===== config.mk =====
export PLATFORM = sky130hd
export DESIGN_NAME = spe_omem_port_flat
export DESIGN_NICKNAME = d
export VERILOG_FILES = /design/src/rtl/spe_omem_if.sv /design/src/rtl/spe_omem_port.sv /design/src/flat_wrapper.sv
export SDC_FILE = /design/constraint.sdc
export NUM_CORES = 1
export LEC_CHECK = 0
export CORE_MARGIN = 8
export CORE_UTILIZATION = 39
export DETAILED_ROUTE_END_ITERATION = 16
export PLACE_DENSITY_LB_ADDON = 0.05
export REMOVE_ABC_BUFFERS = 1
export SLEW_MARGIN = 20
export SYNTH_ARGS = -nofsm -noshare
export SYNTH_HDL_FRONTEND = slang
export SYNTH_SLANG_ARGS = --single-unit
export TNS_END_PERCENT = 1

===== constraint.sdc =====
create_clock -name clk -period 3.18 [get_ports clk]
set_input_delay 0.477 -clock clk [delete_from_list [all_inputs] [get_ports clk]]
set_output_delay 0.477 -clock clk [all_outputs]
set_load 0.02 [all_outputs]

===== src/rtl/spe_omem_if.sv =====
// Core/router-side bundle of the SPE output-memory port: result, prior-spike request, tx and rx channels.
// Every channel transfers on a rising clk edge where its valid and ready are both high; a raised valid holds its payload until then.
interface spe_omem_if #(
  parameter int SUM_WIDTH = 13
);
  logic                 res_valid;
  logic                 res_ready;
  logic [SUM_WIDTH-1:0] res_potential;
  logic                 res_spike;
  logic                 req_valid;
  logic                 req_ready;
  logic                 prev_valid;
  logic                 prev_spike;
  logic                 tx_valid;
  logic                 tx_ready;
  logic [32:0]          tx_packet;
  logic                 rx_valid;
  logic                 rx_ready;
  logic [32:0]          rx_packet;

  modport master (
    output res_valid, res_potential, res_spike, req_valid, tx_ready, rx_valid, rx_packet,
    input  res_ready, req_ready, prev_valid, prev_spike, tx_valid, tx_packet, rx_ready
  );

  modport slave (
    input  res_valid, res_potential, res_spike, req_valid, tx_ready, rx_valid, rx_packet,
    output res_ready, req_ready, prev_valid, prev_spike, tx_valid, tx_packet, rx_ready
  );
endinterface


===== src/rtl/spe_omem_port.sv =====
// SPE output-memory initiator: sends result packets, fetches prior-timestep spikes, tracks timestep.
// Optional macro SPE_RESP_TIMEOUT_EN adds a WAIT_RESP timeout of TIMEOUT_CYC cycles.
module spe_omem_port #(
  parameter int SPE_ID      = 0,
  parameter int PE_ADDR     = 0,
  parameter int OMEM_ADDR   = 11,
  parameter int SUM_WIDTH   = 13,
  parameter int NUM_NEURONS = 89,
  parameter int TIMEOUT_CYC = 1023
) (
  input  logic       clk,
  input  logic       rst_n,
  spe_omem_if.slave  bus,
  output logic [1:0] ts,
  output logic       ts_done,
  output logic [6:0] neuron_cnt,
  output logic       err,
  output logic [1:0] state_dbg
);

  localparam logic [3:0] OMEM       = 4'(OMEM_ADDR);
  localparam logic [3:0] PE         = 4'(PE_ADDR);
  localparam logic [3:0] SEND_OP    = 4'(2 * SPE_ID);
  localparam logic [3:0] REQ_OP     = 4'(2 * SPE_ID + 1);
  localparam logic [3:0] TS_DONE_OP = 4'hF;
  localparam logic [6:0] NUM_N      = 7'(NUM_NEURONS);

  typedef enum logic [1:0] {
    IDLE      = 2'd0,
    SEND_RES  = 2'd1,
    SEND_REQ  = 2'd2,
    WAIT_RESP = 2'd3
  } state_t;

  state_t state, state_nx;
  logic   run;
  logic   res_acc, req_acc, tx_acc, rx_acc;
  logic   is_tsd, is_resp, is_bad, send_done, timeout;

  assign res_acc   = bus.res_valid & bus.res_ready;
  assign req_acc   = bus.req_valid & bus.req_ready;
  assign tx_acc    = bus.tx_valid & bus.tx_ready;
  assign rx_acc    = bus.rx_valid & bus.rx_ready;
  assign send_done = tx_acc && (state == SEND_RES);

  assign is_tsd  = rx_acc && (bus.rx_packet[28:25] == TS_DONE_OP);
  assign is_resp = rx_acc && !is_tsd && (state == WAIT_RESP) && (bus.rx_packet[32:29] == PE);
  assign is_bad  = rx_acc && !is_tsd && !is_resp;

`ifdef SPE_RESP_TIMEOUT_EN
  localparam int TW = $clog2(TIMEOUT_CYC + 1);
  logic [TW-1:0] tmo_cnt;

  always_ff @(posedge clk or negedge rst_n) begin
    if (!rst_n)                  tmo_cnt <= '0;
    else if (state != WAIT_RESP) tmo_cnt <= '0;
    else                         tmo_cnt <= tmo_cnt + TW'(1);
  end

  assign timeout = (state == WAIT_RESP) && !is_resp && (tmo_cnt == TW'(TIMEOUT_CYC - 1));
`else
  // Without the timeout feature WAIT_RESP never gives up; TIMEOUT_CYC is inert.
  assign timeout = (TIMEOUT_CYC < 0);
`endif

  always_ff @(posedge clk or negedge rst_n) begin
    if (!rst_n) state <= IDLE;
    else        state <= state_nx;
  end

  always_comb begin
    state_nx = state;
    unique case (state)
      IDLE: begin
        if (res_acc)      state_nx = SEND_RES;
        else if (req_acc) state_nx = SEND_REQ;
      end
      SEND_RES:  if (tx_acc) state_nx = IDLE;
      SEND_REQ:  if (tx_acc) state_nx = WAIT_RESP;
      WAIT_RESP: if (is_resp || timeout) state_nx = IDLE;
      default:   state_nx = IDLE;
    endcase
  end

  // req_ready drops while res_valid is high so the result always wins a tie.
  always_comb begin
    bus.res_ready = 1'b0;
    bus.req_ready = 1'b0;
    bus.tx_valid  = 1'b0;
    unique case (state)
      IDLE: begin
        bus.res_ready = run;
        bus.req_ready = run && (ts == 2'd2) && !bus.res_valid;
      end
      SEND_RES, SEND_REQ: bus.tx_valid = 1'b1;
      default: ;
    endcase
  end

  assign bus.rx_ready = run;
  assign state_dbg    = state;

  always_ff @(posedge clk or negedge rst_n) begin
    if (!rst_n) begin
      run            <= 1'b0;
      ts             <= 2'd1;
      ts_done        <= 1'b0;
      neuron_cnt     <= 7'd0;
      err            <= 1'b0;
      bus.tx_packet  <= '0;
      bus.prev_valid <= 1'b0;
      bus.prev_spike <= 1'b0;
    end else begin
      run            <= 1'b1;
      ts_done        <= 1'b0;
      bus.prev_valid <= 1'b0;

      if (res_acc)
        bus.tx_packet <= {OMEM, SEND_OP, {(24 - SUM_WIDTH){1'b0}}, bus.res_potential, bus.res_spike};
      else if (req_acc)
        bus.tx_packet <= {OMEM, REQ_OP, 20'd0, PE, 1'b0};

      if (res_acc && (neuron_cnt == NUM_N)) err <= 1'b1;

      // A send completing on the TIMESTEP_DONE edge counts toward the new timestep.
      if (is_tsd) begin
        ts         <= (ts == 2'd1) ? 2'd2 : 2'd1;
        ts_done    <= 1'b1;
        neuron_cnt <= send_done ? 7'd1 : 7'd0;
        if (neuron_cnt != NUM_N) err <= 1'b1;
      end else if (send_done && (neuron_cnt != NUM_N)) begin
        neuron_cnt <= neuron_cnt + 7'd1;
      end

      if (is_resp) begin
        bus.prev_valid <= 1'b1;
        bus.prev_spike <= bus.rx_packet[0];
      end else if (timeout) begin
        bus.prev_valid <= 1'b1;
        bus.prev_spike <= 1'b0;
        err            <= 1'b1;
      end

      if (is_bad) err <= 1'b1;
    end
  end

endmodule


===== src/flat_wrapper.sv =====
// flat-port wrapper written by rule: the top's interface ports become plain ports
module spe_omem_port_flat 
#(
  parameter int SPE_ID      = 0,
  parameter int PE_ADDR     = 0,
  parameter int OMEM_ADDR   = 11,
  parameter int SUM_WIDTH   = 13,
  parameter int NUM_NEURONS = 89,
  parameter int TIMEOUT_CYC = 1023
)
  (clk, rst_n, ts, ts_done, neuron_cnt, err, state_dbg, bus_res_valid, bus_res_potential, bus_res_spike, bus_req_valid, bus_tx_ready, bus_rx_valid, bus_rx_packet, bus_res_ready, bus_req_ready, bus_prev_valid, bus_prev_spike, bus_tx_valid, bus_tx_packet, bus_rx_ready);
  spe_omem_if #(.SUM_WIDTH(SUM_WIDTH)) bus_i ();
  input  logic clk;
  input  logic rst_n;
  output logic [1:0] ts;
  output logic ts_done;
  output logic [6:0] neuron_cnt;
  output logic err;
  output logic [1:0] state_dbg;
  input wire logic [$bits(bus_i.res_valid)-1:0] bus_res_valid;
  input wire logic [$bits(bus_i.res_potential)-1:0] bus_res_potential;
  input wire logic [$bits(bus_i.res_spike)-1:0] bus_res_spike;
  input wire logic [$bits(bus_i.req_valid)-1:0] bus_req_valid;
  input wire logic [$bits(bus_i.tx_ready)-1:0] bus_tx_ready;
  input wire logic [$bits(bus_i.rx_valid)-1:0] bus_rx_valid;
  input wire logic [$bits(bus_i.rx_packet)-1:0] bus_rx_packet;
  output wire logic [$bits(bus_i.res_ready)-1:0] bus_res_ready;
  output wire logic [$bits(bus_i.req_ready)-1:0] bus_req_ready;
  output wire logic [$bits(bus_i.prev_valid)-1:0] bus_prev_valid;
  output wire logic [$bits(bus_i.prev_spike)-1:0] bus_prev_spike;
  output wire logic [$bits(bus_i.tx_valid)-1:0] bus_tx_valid;
  output wire logic [$bits(bus_i.tx_packet)-1:0] bus_tx_packet;
  output wire logic [$bits(bus_i.rx_ready)-1:0] bus_rx_ready;
  assign bus_i.res_valid = bus_res_valid;
  assign bus_i.res_potential = bus_res_potential;
  assign bus_i.res_spike = bus_res_spike;
  assign bus_i.req_valid = bus_req_valid;
  assign bus_i.tx_ready = bus_tx_ready;
  assign bus_i.rx_valid = bus_rx_valid;
  assign bus_i.rx_packet = bus_rx_packet;
  assign bus_res_ready = bus_i.res_ready;
  assign bus_req_ready = bus_i.req_ready;
  assign bus_prev_valid = bus_i.prev_valid;
  assign bus_prev_spike = bus_i.prev_spike;
  assign bus_tx_valid = bus_i.tx_valid;
  assign bus_tx_packet = bus_i.tx_packet;
  assign bus_rx_ready = bus_i.rx_ready;
  spe_omem_port #(.SPE_ID(SPE_ID), .PE_ADDR(PE_ADDR), .OMEM_ADDR(OMEM_ADDR), .SUM_WIDTH(SUM_WIDTH), .NUM_NEURONS(NUM_NEURONS), .TIMEOUT_CYC(TIMEOUT_CYC)) u_core (.clk(clk), .rst_n(rst_n), .bus(bus_i), .ts(ts), .ts_done(ts_done), .neuron_cnt(neuron_cnt), .err(err), .state_dbg(state_dbg));
endmodule

==> results.sh <==
export IMPL_r2r_end="u_core.state_dbg[0]$_DFFE_PN0P_"
export IMPL_period_needed_ps=2500
export IMPL_relSlewSlack=0.531
export IMPL_hpwl_um=3190
export IMPL_cts_resized=0
export IMPL_io_buffers=65
export IMPL_drc=0
export IMPL_clk_pin_slew_ps=60
export IMPL_fin_hold_ws_ps=495
export IMPL_cp_required_ps=2700
export IMPL_antenna_found_initial=0
export IMPL_tightest_slew_ps=703
export IMPL_status="complete, no violations"
export IMPL_max_vdd_ir_drop_mv=0.483
export IMPL_synth_compound_area_share=0.139
export IMPL_async_reset_ff_frac=1.00
export IMPL_cts_htree_levels=2
export IMPL_grt_pass1_wl_um=6720
export IMPL_fmax_mhz=399
export IMPL_synthDistinctLibCells=36
export IMPL_regArea_um2=802
export IMPL_syn_inst=146
export IMPL_final_hold_viol_count=0
export IMPL_setup_ws_ps=675
export IMPL_drv_cap=0
export IMPL_gp_congestion=0.670
export IMPL_syn_area_per_cell_um2=10.9
export IMPL_setup_viol=0
export IMPL_synth_area_top_cells="dfrtp_1 (49%), buf_4 (8.0%), a22o_1 (7.7%), ha_1 (5.5%), mux2i_1 (2.5%)"
export IMPL_pwr_share_seq=0.333
export IMPL_synthFlopType="dfrtp_1"
export IMPL_synthesis_area_um2=1600
export IMPL_multiInputGateArea_um2=676
export IMPL_grt_pass1_vias=1358
export IMPL_ys_ff_latch=32
export IMPL_pin_count=105
export IMPL_synth_edf_count=0
export IMPL_final_core_util=0.589
export IMPL_firstDrtPassIters=4
export IMPL_n_antenna_cell=0
export IMPL_drv_slew=0
export IMPL_vias_per_cell=4.85
export IMPL_drive_above_1_share=0.0701
export IMPL_worstSetupStartpointType="flop"
export IMPL_ff2ff_setup_slack_ps=1320
export IMPL_synth_simple_area_share=0.143
export IMPL_dieWidth_um=80.0
export IMPL_synth_xor_area_share=0.0165
export IMPL_power_switching_uw=722
export IMPL_ant_nets=0
export IMPL_clkPwrFrac=0.193
export IMPL_p_sw_frac=0.368
export IMPL_area_growth_pct=46.6
export IMPL_cp_startpoint="u_core.state_dbg[0]$_DFFE_PN0P_"
export IMPL_p_int_uw=1240
export IMPL_rsz0062_at_grt="false"
export IMPL_drt_iter0_drc=57
export IMPL_nFillCells=326
export IMPL_grtUsageTotal=0.136
export IMPL_hold_path_class="reg -> reg"
export IMPL_die_h_um=80.0
export IMPL_power_total_uw=1960
export IMPL_dieArea_um2=6400
export IMPL_crit_path_end="bus_req_ready"
export IMPL_synth_area_leader_cell="dfrtp_1"
export IMPL_cp_max_fo=4
export IMPL_path_class="reg -> out"
export IMPL_cts_tree="done"
export IMPL_finalWirelength_um=4230
export IMPL_synthMuxAreaShare=0.0321
export IMPL_hold_buffers=0
export IMPL_fin_nets=273
export IMPL_clk_latency_ps=280
export IMPL_synth_top_family_by_area="simple AND/OR/NAND/NOR gates"
export IMPL_start_util=0.402
export IMPL_p_leak_uw=0.00107
export IMPL_cts_sinks=32
export IMPL_clockBufferDepth=2
export IMPL_postCtsSetupBuffers=0
export IMPL_synth_fa_ha_area_frac=0.0549
export IMPL_wl_per_cell_um=16.0
export IMPL_post_route_period_util=0.788
export IMPL_finClkSkew_ps=4.78
export IMPL_p_per_area_nw_per_um2=839
export IMPL_r2r_start="u_core.state_dbg[0]$_DFFE_PN0P_"
export IMPL_cp_data_arrival_time_ps=2030
export IMPL_dr_total_vias=1281
export IMPL_yosysSeqAreaShare=0.502
export IMPL_ys_warn_count=0
export IMPL_gr_total_overflow=0
export IMPL_p_comb_frac=0.474
export IMPL_cts_made_buffers=5
export IMPL_end_kind="output port"
export IMPL_cts_root_buf="clkbuf_8"
export IMPL_post_place_ws_ps=961
export IMPL_yosysTopAreaCellShare=0.486
export IMPL_rr_worst_depth=5
export IMPL_design_core_area_um2=3970
export IMPL_grt_max_degree=33
export IMPL_fin_setup_tns_ps=0
export IMPL_placementRows=23
[logic make-up after synthesis]
| kind of cell | count (synthesis) |
|---|---|
| flops | 32 |
| buf+inv | 28 |
| other cells | 2 |
| xor+xnor | 3 |
| fa+ha+maj | 7 |
| mux | 5 |
| compound gates | 30 |
| simple gates | 39 |
[worst max-delay path, cell delays in order, from the launching register on]
cell and delay [ps]:
dfrtp_1 420, inv_1 140, ha_1 230, and2_1 200
nand2_1 60, nor2_1 80, clkdlybuf4s50_1 620
[through the flow]
stage | std cells | cell area (um^2)
6_report | 264 | 2340
2_1_floorplan | 139 | 1500
3_5_place_dp | 256 | 2230
5_1_grt | 264 | 2340
4_1_cts | 264 | 2340
3_3_place_gp | 256 | 2230
[registers in the layout, summed over array words and instances (netlist names)]
register and flops:
u_core.neuron_cnt 7, u_core.bus.tx_packet 16, u_core.ts_done 1, u_core.bus.rx_ready 1
u_core.state_dbg 2, u_core.bus.prev_valid 1, u_core.ts 2, u_core.bus.prev_spike 1
u_core.err 1
[cell usage in the layout, fill, tap and decap left out]
master,count
and3b_1,1
nor4_4,1
a22oi_1,1
clkdlybuf4s50_1,65
conb_1,16
a221o_2,1
clkbuf_1,1
nor4bb_1,1
nand2b_1,1
o21ai_0,5
mux2i_1,4
and3_1,3
or3_1,1
o22ai_1,1
nand3_1,2
dfstp_2,1
nand4_2,1
ha_1,7
dfrtp_1,31
a21oi_1,2
clkbuf_8,5
a31oi_1,3
nand4_1,5
nor2b_1,1
mux2_2,1
clkinv_2,1
nor2_1,8
xor2_1,3
a211oi_1,1
nand2_1,9
bufinv_16,1
or2_2,1
and2_1,2
inv_1,7
nand3b_1,2
o21a_1,1
o21ai_1,1
buf_4,2
a22o_1,14
[worst min path at each step]
stage | start | to | slack, ps | cells after the start
CTS | u_core.err$_DFF_PN0_ | u_core.err$_DFF_PN0_ | 500 | 2
global placement | u_core.bus.tx_packet[7]$_DFFE_PN0P_ | u_core.bus.tx_packet[7]$_DFFE_PN0P_ | 480 | 1
finish | u_core.err$_DFF_PN0_ | u_core.err$_DFF_PN0_ | 490 | 2
global route | u_core.err$_DFF_PN0_ | u_core.err$_DFF_PN0_ | 520 | 2
detailed placement | u_core.err$_DFF_PN0_ | u_core.err$_DFF_PN0_ | 480 | 2
floorplan | rst_n | u_core.bus.prev_spike$_DFFE_PN0P_ | 180 | 0
[final cells by class]
class                           instances  area share
Sequential cell                        32       0.343
Clock buffer                            6      0.0310
Timing Repair Buffer                   67       0.284
Clock inverter                          2      0.0150
Tap cell                               50      0.0267
Inverter                                7      0.0112
Multi-Input combinational cell        100       0.289
[metal layers]
layer	routed length (um)	up-vias	GRT usage
met2	2000	58	0.213
li1	-	615	-
met4	55	0	0.0491
met3	491	5	0.0721
met1	1690	603	0.153
met5	0	-	0
[power groups by stage]
stage               logic (uW)  registers [uW]  clock network [uW]
CTS                        945             653                 390
finish                     931             653                 380
global route               996             675                 410
floorplan                  321             819                   0
global placement           914             651                   0
detailed placement         935             657                   0
[synth_stat cells (2+ instances only)]
master / instances
conb_1: 2
nand4_1: 5
mux2i_1: 4
dfrtp_1: 31
xor2_1: 3
inv_1: 7
buf_4: 17
and3_1: 3
nor2_1: 8
o21ai_0: 5
buf_2: 2
nand2_1: 9
a22o_1: 14
nand3b_1: 2
a21oi_1: 2
and2_1: 2
nand3_1: 2
clkbuf_1: 2
ha_1: 7
a31oi_1: 3
(Power assumes the default switching activity.)
